### src/rtl/alu_seq_pkg.sv
// Shared types and helpers for the ALU command sequencer.
package alu_seq_pkg;

   // Sequencer FSM states
   typedef enum logic [1:0] {
      IDLE = 2'd0,
      EXEC = 2'd1,
      HOLD = 2'd2
   } seq_state_e;

   // Opcodes, in the same order as the ALU result-mux select inputs
   localparam logic [2:0] OP_0 = 3'b000;
   localparam logic [2:0] OP_1 = 3'b001;
   localparam logic [2:0] OP_2 = 3'b010;
   localparam logic [2:0] OP_3 = 3'b011;
   localparam logic [2:0] OP_4 = 3'b100;
   localparam logic [2:0] OP_5 = 3'b101;
   localparam logic [2:0] OP_6 = 3'b110;
   localparam logic [2:0] OP_7 = 3'b111;

   // Clamp a sign-extended value into the signed n-bit range
   // [-2^(n-1), 2^(n-1)-1]; callers keep the low n bits.
   function automatic logic signed [31:0] sat_n(input logic signed [31:0] v, input int n);
      logic signed [31:0] hi;
      logic signed [31:0] lo;
      hi = (32'sd1 <<< (n - 1)) - 32'sd1;
      lo = -(32'sd1 <<< (n - 1));
      if (v > hi) begin
         sat_n = hi;
      end else if (v < lo) begin
         sat_n = lo;
      end else begin
         sat_n = v;
      end
   endfunction

endpackage

### src/rtl/alu_cmd_fifo.sv
// Command FIFO: DEPTH entries, pointers carry an extra wrap bit so that
// full and empty can be told apart without a separate counter.
// rdata_o always shows the head entry (first-word fall-through).
module alu_cmd_fifo #(
   parameter int W     = 15,
   parameter int DEPTH = 4
) (
   input  logic         clk,
   input  logic         rst_n,
   input  logic         push_i,
   input  logic         pop_i,
   input  logic [W-1:0] wdata_i,
   output logic [W-1:0] rdata_o,
   output logic         full_o,
   output logic         empty_o
);

   localparam int AW = $clog2(DEPTH);

   logic [W-1:0] mem_q [DEPTH];
   logic [AW:0]  wr_ptr_q;
   logic [AW:0]  rd_ptr_q;
   logic         do_push;
   logic         do_pop;

   // Ignore pushes when full and pops when empty so the pointers never cross
   assign do_push = push_i && !full_o;
   assign do_pop  = pop_i && !empty_o;

   assign empty_o = (wr_ptr_q == rd_ptr_q);
   assign full_o  = (wr_ptr_q[AW] != rd_ptr_q[AW]) &&
                    (wr_ptr_q[AW-1:0] == rd_ptr_q[AW-1:0]);
   assign rdata_o = mem_q[rd_ptr_q[AW-1:0]];

   // Pointer update; push and pop in the same cycle both take effect
   always_ff @(posedge clk or negedge rst_n) begin
      if (!rst_n) begin
         wr_ptr_q <= '0;
         rd_ptr_q <= '0;
      end else begin
         if (do_push) wr_ptr_q <= wr_ptr_q + (AW+1)'(1);
         if (do_pop)  rd_ptr_q <= rd_ptr_q + (AW+1)'(1);
      end
   end

   // Storage array; contents are don't-care until written
   always_ff @(posedge clk) begin
      if (do_push) mem_q[wr_ptr_q[AW-1:0]] <= wdata_i;
   end

endmodule

### src/rtl/alu_op_sequencer.sv
// Command-level controller for the multifunction ALU. Buffers requests,
// issues them one at a time to the datapath, waits LAT cycles and returns
// the captured result.
//
// Handshakes: a transfer happens on a rising edge where valid && ready are
// both high. cmd_ready depends only on FIFO fullness; rsp_valid, once high,
// holds rsp_res/rsp_op stable until the edge on which rsp_ready is seen.
module alu_op_sequencer
   import alu_seq_pkg::*;
#(
   parameter int N     = 4,
   parameter int DEPTH = 4,
   parameter int LAT   = 1
) (
   input  logic                clk,
   input  logic                rst_n,
   input  logic                cmd_valid,
   output logic                cmd_ready,
   input  logic [2:0]          cmd_op,
   input  logic signed [N-1:0] cmd_a,
   input  logic signed [N-1:0] cmd_b,
   input  logic                cmd_chain,
   output logic signed [N-1:0] alu_a,
   output logic signed [N-1:0] alu_b,
   output logic [2:0]          alu_sel,
   input  logic signed [N+1:0] alu_res,
   output logic                rsp_valid,
   input  logic                rsp_ready,
   output logic signed [N+1:0] rsp_res,
   output logic [2:0]          rsp_op,
   output logic                busy,
   output seq_state_e          dbg_state
);

   localparam int         FW       = 1 + 3 + 2 * N;
   localparam logic [2:0] LAT_INIT = 3'(LAT);

   seq_state_e          state_q;
   logic [2:0]          lat_cnt_q;
   logic signed [N-1:0] alu_a_q;
   logic signed [N-1:0] alu_b_q;
   logic [2:0]          alu_sel_q;
   logic                rsp_valid_q;
   logic signed [N+1:0] rsp_res_q;
   logic [2:0]          rsp_op_q;
   logic signed [N+1:0] last_res_q;

   logic [FW-1:0]       fifo_wdata;
   logic [FW-1:0]       fifo_rdata;
   logic                fifo_full;
   logic                fifo_empty;
   logic                pop;

   logic                head_chain;
   logic [2:0]          head_op;
   logic signed [N-1:0] head_a;
   logic signed [N-1:0] head_b;
   logic signed [N-1:0] sat_a;
   logic signed [N-1:0] issue_a_d;

   assign cmd_ready  = !fifo_full;
   assign fifo_wdata = {cmd_chain, cmd_op, cmd_a, cmd_b};
   assign {head_chain, head_op, head_a, head_b} = fifo_rdata;

   alu_cmd_fifo #(
      .W     (FW),
      .DEPTH (DEPTH)
   ) u_fifo (
      .clk     (clk),
      .rst_n   (rst_n),
      .push_i  (cmd_valid && cmd_ready),
      .pop_i   (pop),
      .wdata_i (fifo_wdata),
      .rdata_o (fifo_rdata),
      .full_o  (fifo_full),
      .empty_o (fifo_empty)
   );

   // Saturated previous result, used as operand A for chained commands
   assign sat_a = N'(sat_n({{(30-N){last_res_q[N+1]}}, last_res_q}, N));

   // Pop decision and operand A selection for the command about to issue
   always_comb begin
      pop       = 1'b0;
      issue_a_d = head_a;
      if (!fifo_empty) begin
         if (state_q == IDLE) pop = 1'b1;
         if (state_q == HOLD && rsp_ready) pop = 1'b1;
      end
      if (head_chain) issue_a_d = sat_a;
   end

   // Sequencer FSM with latency counter, issue and response registers
   always_ff @(posedge clk or negedge rst_n) begin
      if (!rst_n) begin
         state_q     <= IDLE;
         lat_cnt_q   <= '0;
         alu_a_q     <= '0;
         alu_b_q     <= '0;
         alu_sel_q   <= OP_0;
         rsp_valid_q <= 1'b0;
         rsp_res_q   <= '0;
         rsp_op_q    <= OP_0;
         last_res_q  <= '0;
      end else begin
         case (state_q)
            IDLE: begin
               if (pop) begin
                  alu_a_q   <= issue_a_d;
                  alu_b_q   <= head_b;
                  alu_sel_q <= head_op;
                  lat_cnt_q <= LAT_INIT;
                  state_q   <= EXEC;
               end
            end
            EXEC: begin
               lat_cnt_q <= lat_cnt_q - 3'd1;
               if (lat_cnt_q == 3'd1) begin
                  rsp_res_q   <= alu_res;
                  last_res_q  <= alu_res;
                  rsp_op_q    <= alu_sel_q;
                  rsp_valid_q <= 1'b1;
                  state_q     <= HOLD;
               end
            end
            HOLD: begin
               if (rsp_ready) begin
                  rsp_valid_q <= 1'b0;
                  if (pop) begin
                     alu_a_q   <= issue_a_d;
                     alu_b_q   <= head_b;
                     alu_sel_q <= head_op;
                     lat_cnt_q <= LAT_INIT;
                     state_q   <= EXEC;
                  end else begin
                     state_q <= IDLE;
                  end
               end
            end
            default: state_q <= IDLE;
         endcase
      end
   end

   assign alu_a     = alu_a_q;
   assign alu_b     = alu_b_q;
   assign alu_sel   = alu_sel_q;
   assign rsp_valid = rsp_valid_q;
   assign rsp_res   = rsp_res_q;
   assign rsp_op    = rsp_op_q;
   assign busy      = (state_q != IDLE) || !fifo_empty;
   assign dbg_state = state_q;

endmodule

### config.mk
export PLATFORM = sky130hd
export DESIGN_NAME = alu_op_sequencer
export DESIGN_NICKNAME = d
export VERILOG_FILES = /design/src/rtl/alu_seq_pkg.sv /design/src/rtl/alu_cmd_fifo.sv /design/src/rtl/alu_op_sequencer.sv
export SDC_FILE = /design/constraint.sdc
export NUM_CORES = 1
export LEC_CHECK = 0
export ABC_AREA = 0
export BUFFER_PORTS_ARGS = -buffer_cell sky130_fd_sc_hd__buf_2
export CAP_MARGIN = 20
export CORE_MARGIN = 2
export CORE_UTILIZATION = 40
export DETAILED_ROUTE_END_ITERATION = 7
export PLACE_DENSITY_LB_ADDON = 0.3
export RECOVER_POWER = 50
export SETUP_SLACK_MARGIN = 0.05
export SLEW_MARGIN = 20
export SYNTH_ARGS = -nofsm -noshare
export SYNTH_HDL_FRONTEND = slang
export SYNTH_SLANG_ARGS = --single-unit
### constraint.sdc
create_clock -name clk -period 4.5 [get_ports clk]
set_input_delay 0.225 -clock clk [delete_from_list [all_inputs] [get_ports clk]]
set_output_delay 0.225 -clock clk [all_outputs]
set_load 0.02 [all_outputs]
Word level (Yosys, flattened, before mapping):

Memory sizes are Yosys's and may differ from the RTL's.
Cells that the tools add are included.

* register bits: 32
* bits in writable memories: 48
* input port bits: 22
* output and inout port bits: 25
* memories: 1

Memory list
* u_fifo.mem_q: depth 4, bits a word 12, rd ports 1, clocked after memory_dff 0, write ports 1, line alu_cmd_fifo.sv:20 `logic [W-1:0] mem_q [DEPTH];`

* $add $sub $neg: 3
* order comparisons: 2
* equal/unequal tests: 9
* multiplexer cells: 28
* reductions and logical operators: 18

Operators by type and width (count)
* two-way mux 4 bit: 7
* one-hot mux 4 bit (2 select lines): 2
* two-way mux 3 bit: 4
* one-hot mux 3 bit (3 select lines): 1
* two-way mux 1 bit: 8
* adder 3 x 1 -> 3 bit, second input constant: 2
* > comparator 6 x 4 -> 1 bit, second input constant: 1
* < comparator 6 x 4 -> 1 bit, second input constant: 1
* two-way mux 2 bit: 3
* one-hot mux 2 bit (3 select lines): 1
* one-hot mux 3 bit (2 select lines): 1
* AND reduction 2 bit: 3
* AND reduction 3 bit: 2
* nonzero test 2 bit: 3
* logical AND 1 bit: 5
* != test 2 bit, second input constant: 2
* == test 3 x 1 -> 1 bit, second input constant: 1
* == test 3 bit: 1
* nonzero test 3 bit: 1
* subtractor 3 x 1 -> 3 bit, second input constant: 1
* == test 2 x 1 -> 1 bit, second input constant: 1
* == test 2 bit: 1
* == test 2 bit, second input constant: 1
* zero test 1 bit: 2
* other kinds (5): 5

Logic depth before layout (Yosys ltp):

* depth in word-level cells: 7
* depth in mapped cells: 7
* mapped depth without buffers: 6

By module:

From an unflattened synthesis, not the netlist that was laid out.

* cells, all modules: 208
* area total of the unflattened synthesis: 3479.6 um^2

By module, submodules not included
* alu_cmd_fifo: times used 1, cells each 112, area an instance 2252.2 um^2, sequential area each 1591.5 um^2
* alu_op_sequencer: times used 1, cells each 96, area an instance 1227.4 um^2, sequential area each 650.6 um^2

Worst setup path after synthesis:

OpenSTA, ideal clock, no wires.

* kind: flip-flop to flip-flop
* start point: register u_fifo.rd_ptr_q[0]
* end point: memory u_fifo.mem_q[3][0] (netlist name), enable pin
* setup time: 0.362 ns
* arrival time: 1.500 ns
* data required time: 4.138 ns
* slack: 2.637 ns
* stages on the path, launching flop included: 5
* path buffers: 1
* cells stage by stage: dfrtp_1 -> buf_4 -> xnor2_1 -> a31oi_1 -> and2_1

* longest elaborated chain between the ends: 7

RTL lines
* from (decl): line alu_cmd_fifo.sv:22 `logic [AW:0] rd_ptr_q;`
* from (signal assigned): line alu_cmd_fifo.sv:42 `if (do_pop) rd_ptr_q <= rd_ptr_q + (AW+1)'(1);`
* == test 2 bit *: line alu_cmd_fifo.sv:32 `(wr_ptr_q[AW-1:0] == rd_ptr_q[AW-1:0]);`
* logical AND 1 bit *: line alu_cmd_fifo.sv:31 `assign full_o = (wr_ptr_q[AW] != rd_ptr_q[AW]) &&`
* zero test 1 bit *: line alu_cmd_fifo.sv:27, alu_op_sequencer.sv:61
* logical AND 1 bit: line alu_op_sequencer.sv:71 `.push_i (cmd_valid && cmd_ready),`
* logical AND 1 bit *: line alu_cmd_fifo.sv:27 `assign do_push = push_i && !full_o;`
* two-way mux 1 bit *: line alu_cmd_fifo.sv:48 `if (do_push) mem_q[wr_ptr_q[AW-1:0]] <= wdata_i;`
* two-way mux 1 bit (not written as such) *: line alu_cmd_fifo.sv:48
* to (decl): line alu_cmd_fifo.sv:20

Every way passes the cells marked *; elsewhere a longest branch is shown, timed or not.

Worst setup path after layout:

* start point: register u_fifo.rd_ptr_q[1]
* end point: memory u_fifo.mem_q[3][10] (netlist name), enable pin

The elaborated chain is that of the path after synthesis.

==> flow_metrics.env <==
export IMPL_place_area_um2=3560
export IMPL_drt_iter0_drc=105
export IMPL_layout_min_cycle_time_ns=2.52
export IMPL_numClockSinks=80
export IMPL_ys_ff_latch=80
export IMPL_yosys_top_cells_count="edfxtp_1 (48), dfrtp_1 (32), mux2_2 (16)"
export IMPL_antenna_found_initial=0
export IMPL_clock_latency_ns=0.34
export IMPL_grt_max_degree=33
export IMPL_avgSynthCellArea_um2=17.2
export IMPL_die_area_um2=8790
export IMPL_clock_fmax_mhz=398
export IMPL_drv_slew=33
export IMPL_violations="capacitance limit, slew limit"
export IMPL_setup_tns_ns=0
export IMPL_worstPathMaxFanout=15
export IMPL_ys_flop_type="edfxtp_1"
export IMPL_final_area_um2=3730
export IMPL_rsz0062_at_grt="false"
export IMPL_hold_viol=0
export IMPL_min_from="rsp_ready"
export IMPL_synth_edff_count=48
export IMPL_p_leak_nw=1.39
export IMPL_core_area_um2=7770
export IMPL_cts_buffers=9
export IMPL_irDropWorstVdd_v=0.000313
export IMPL_tritoncts="done"
export IMPL_htree_levels=3
export IMPL_required_ns=4.48
export IMPL_dp_hpwl_um=3610
export IMPL_setup_viol=0
export IMPL_fillers=699
export IMPL_die_h_um=93.8
export IMPL_grt_pass1_vias=1619
export IMPL_cp_start_kind="flop"
export IMPL_grt_usage_pct=13.3
export IMPL_synthCells=187
export IMPL_seqCellArea_um2=2240
export IMPL_worstSetupPathType="reg2reg"
export IMPL_fin_nets=270
export IMPL_max_slew_margin_rel_pct=-17.9
export IMPL_drtPass1Iterations=4
export IMPL_synth_distinct_cells=29
export IMPL_avgRoutedWirePerCell_um=15.3
export IMPL_die_w_um=93.8
export IMPL_layout_drive_gt1_share_pct=27.6
export IMPL_worstPathArrival_ns=2.49
export IMPL_synth_async_reset_ratio_pct=40.0
export IMPL_start_util_pct=41.5
export IMPL_syn_nets=216
export IMPL_crit_path_end_kind="flop"
export IMPL_crit_chain="xnor2_1, a31oi_1, and2_1"
export IMPL_ios=47
export IMPL_period_share_pct=55.9
export IMPL_tightest_slew_ns=1.77
export IMPL_synth_largest_area_cell="edfxtp_1"
export IMPL_diodes=0
export IMPL_path_buf_inv=0
export IMPL_grt_pass1_wl_um=8530
export IMPL_hold_path_class="in2reg"
export IMPL_cpMaxStageDelayCell="dfrtp_1"
export IMPL_slowest_delay_ns=0.76
export IMPL_synth_area_um2=3220
export IMPL_finalWirelength_um=5330
export IMPL_multi_input_area_um2=918
export IMPL_startpoint="u_fifo.rd_ptr_q[1]"
export IMPL_outcome="finished with violations"
export IMPL_port_buffer_count=46
export IMPL_synth_area_leaders="edfxtp_1 (45%), dfrtp_1 (25%), mux4_2 (8.4%)"
export IMPL_num_vias=1666
export IMPL_crit_family="flip-flops"
export IMPL_clock_skew_ns=0.00698
export IMPL_synth_top_area_share_pct=44.7
export IMPL_gr_total_overflow=0
export IMPL_clockRootBuffer="clkbuf_8"
export IMPL_worstReg2RegStart="u_fifo.rd_ptr_q[1]"
export IMPL_fin_util_pct=48.0
export IMPL_yosys_warnings=0
export IMPL_whs_ns=0.0931
export IMPL_gp_congestion=0.691
export IMPL_rows=32
export IMPL_yosysMostFrequentCell="edfxtp_1"
export IMPL_cap_violations=1
export IMPL_clockBufferDepth=2
export IMPL_drc=0
export IMPL_syn_to_final_growth_pct=15.8
export IMPL_p_per_area_nw_per_um2=741
export IMPL_clkTransAtPathRegs_ns=0.08
export IMPL_drtAntennaViolNets=0
export IMPL_yosysSeqAreaShare_pct=69.6
export IMPL_vias_per_cell=4.79
export IMPL_post_cts_resized=0
[path summary, 6_finish.rpt]
path,endpoint,depth (start not counted),slack [ns]
worst min register to register,rsp_valid,1,0.50
max in group asynchronous,rsp_op[0],2,2.59
min in group asynchronous,alu_b[0],2,0.88
worst max-delay path,u_fifo.mem_q[3][10],3,1.98
worst max register to register,u_fifo.mem_q[3][10],3,1.98
worst min-delay path,dbg_state[1],2,0.09
[final cells by class]
cell class	count	share of cell area, %
tap	102	3.42
clock inverter	7	1.91
inverter	6	0.604
timing repair buffer	49	6.04
multi-input combinational	95	24.6
sequential	80	60.1
clock buffer	9	3.32
[registers in the layout, indices dropped and copies added, names as in the netlist]
signal,cells
u_fifo.mem_q,48
alu_sel,3
u_fifo.rd_ptr_q,3
u_fifo.wr_ptr_q,3
lat_cnt_q,3
rsp_valid,1
dbg_state,2
last_res_q,6
alu_a,4
rsp_op,3
alu_b,4
[routing by layer]
layer	wire, um	part of all wire [%]	global-route usage [%]
met2	2410	45	19.2
met3	278	5.2	5.86
met4	60	1.1	3.99
met1	2580	48	18.2
met5	0	0	0
[cells by family after synthesis]
logic type,after synthesis,share of synthesized area (%)
buf+inv,12,1.94
compound gates,19,3.88
simple gates,28,4.23
mux,32,15.2
fa+ha+maj,7,2.72
flops,80,69.6
xor+xnor,9,2.45
[report_power, final]
part | internal (mW) | switching, mW | total, mW
Clock | 0.255 | 0.253 | 0.508
Combinational | 0.478 | 0.582 | 1.06
Sequential | 1.04 | 0.159 | 1.20
[stage by stage]
stage,setup WS (ns),std cells,power (mW)
floorplan,2.64,187,2.02
global placement,2.02,331,2.29
detailed placement,1.95,331,2.31
CTS,1.94,348,2.83
global route,1.79,348,2.97
finish,1.98,348,2.77
[cells in the final DEF (no fill, tap or decap), drive strengths merged]
cell          n
clkbuf       33
and2          4
ha            7
nor2         10
nand2         5
dfrtp        32
buf          24
nand3b        1
a311oi        1
a31oi         1
a21boi        3
nor2b         2
a21o          2
nor3          1
o22ai         5
nand2b        3
clkinv        2
mux2         16
o21ai         2
bufinv        1
inv           7
xnor2         5
mux2i         4
mux4         12
dlygate4sd3   1
nand3         1
xor2          4
nand4         1
edfxtp       48
clkinvlp      3
a21oi         5
[repair_timing]
item	in CTS	in global routing
setup buffers	0	0
hold buffers	1	0
endpoints found under the hold margin	32	0
Note: power is estimated with default switching activity, not from simulation.
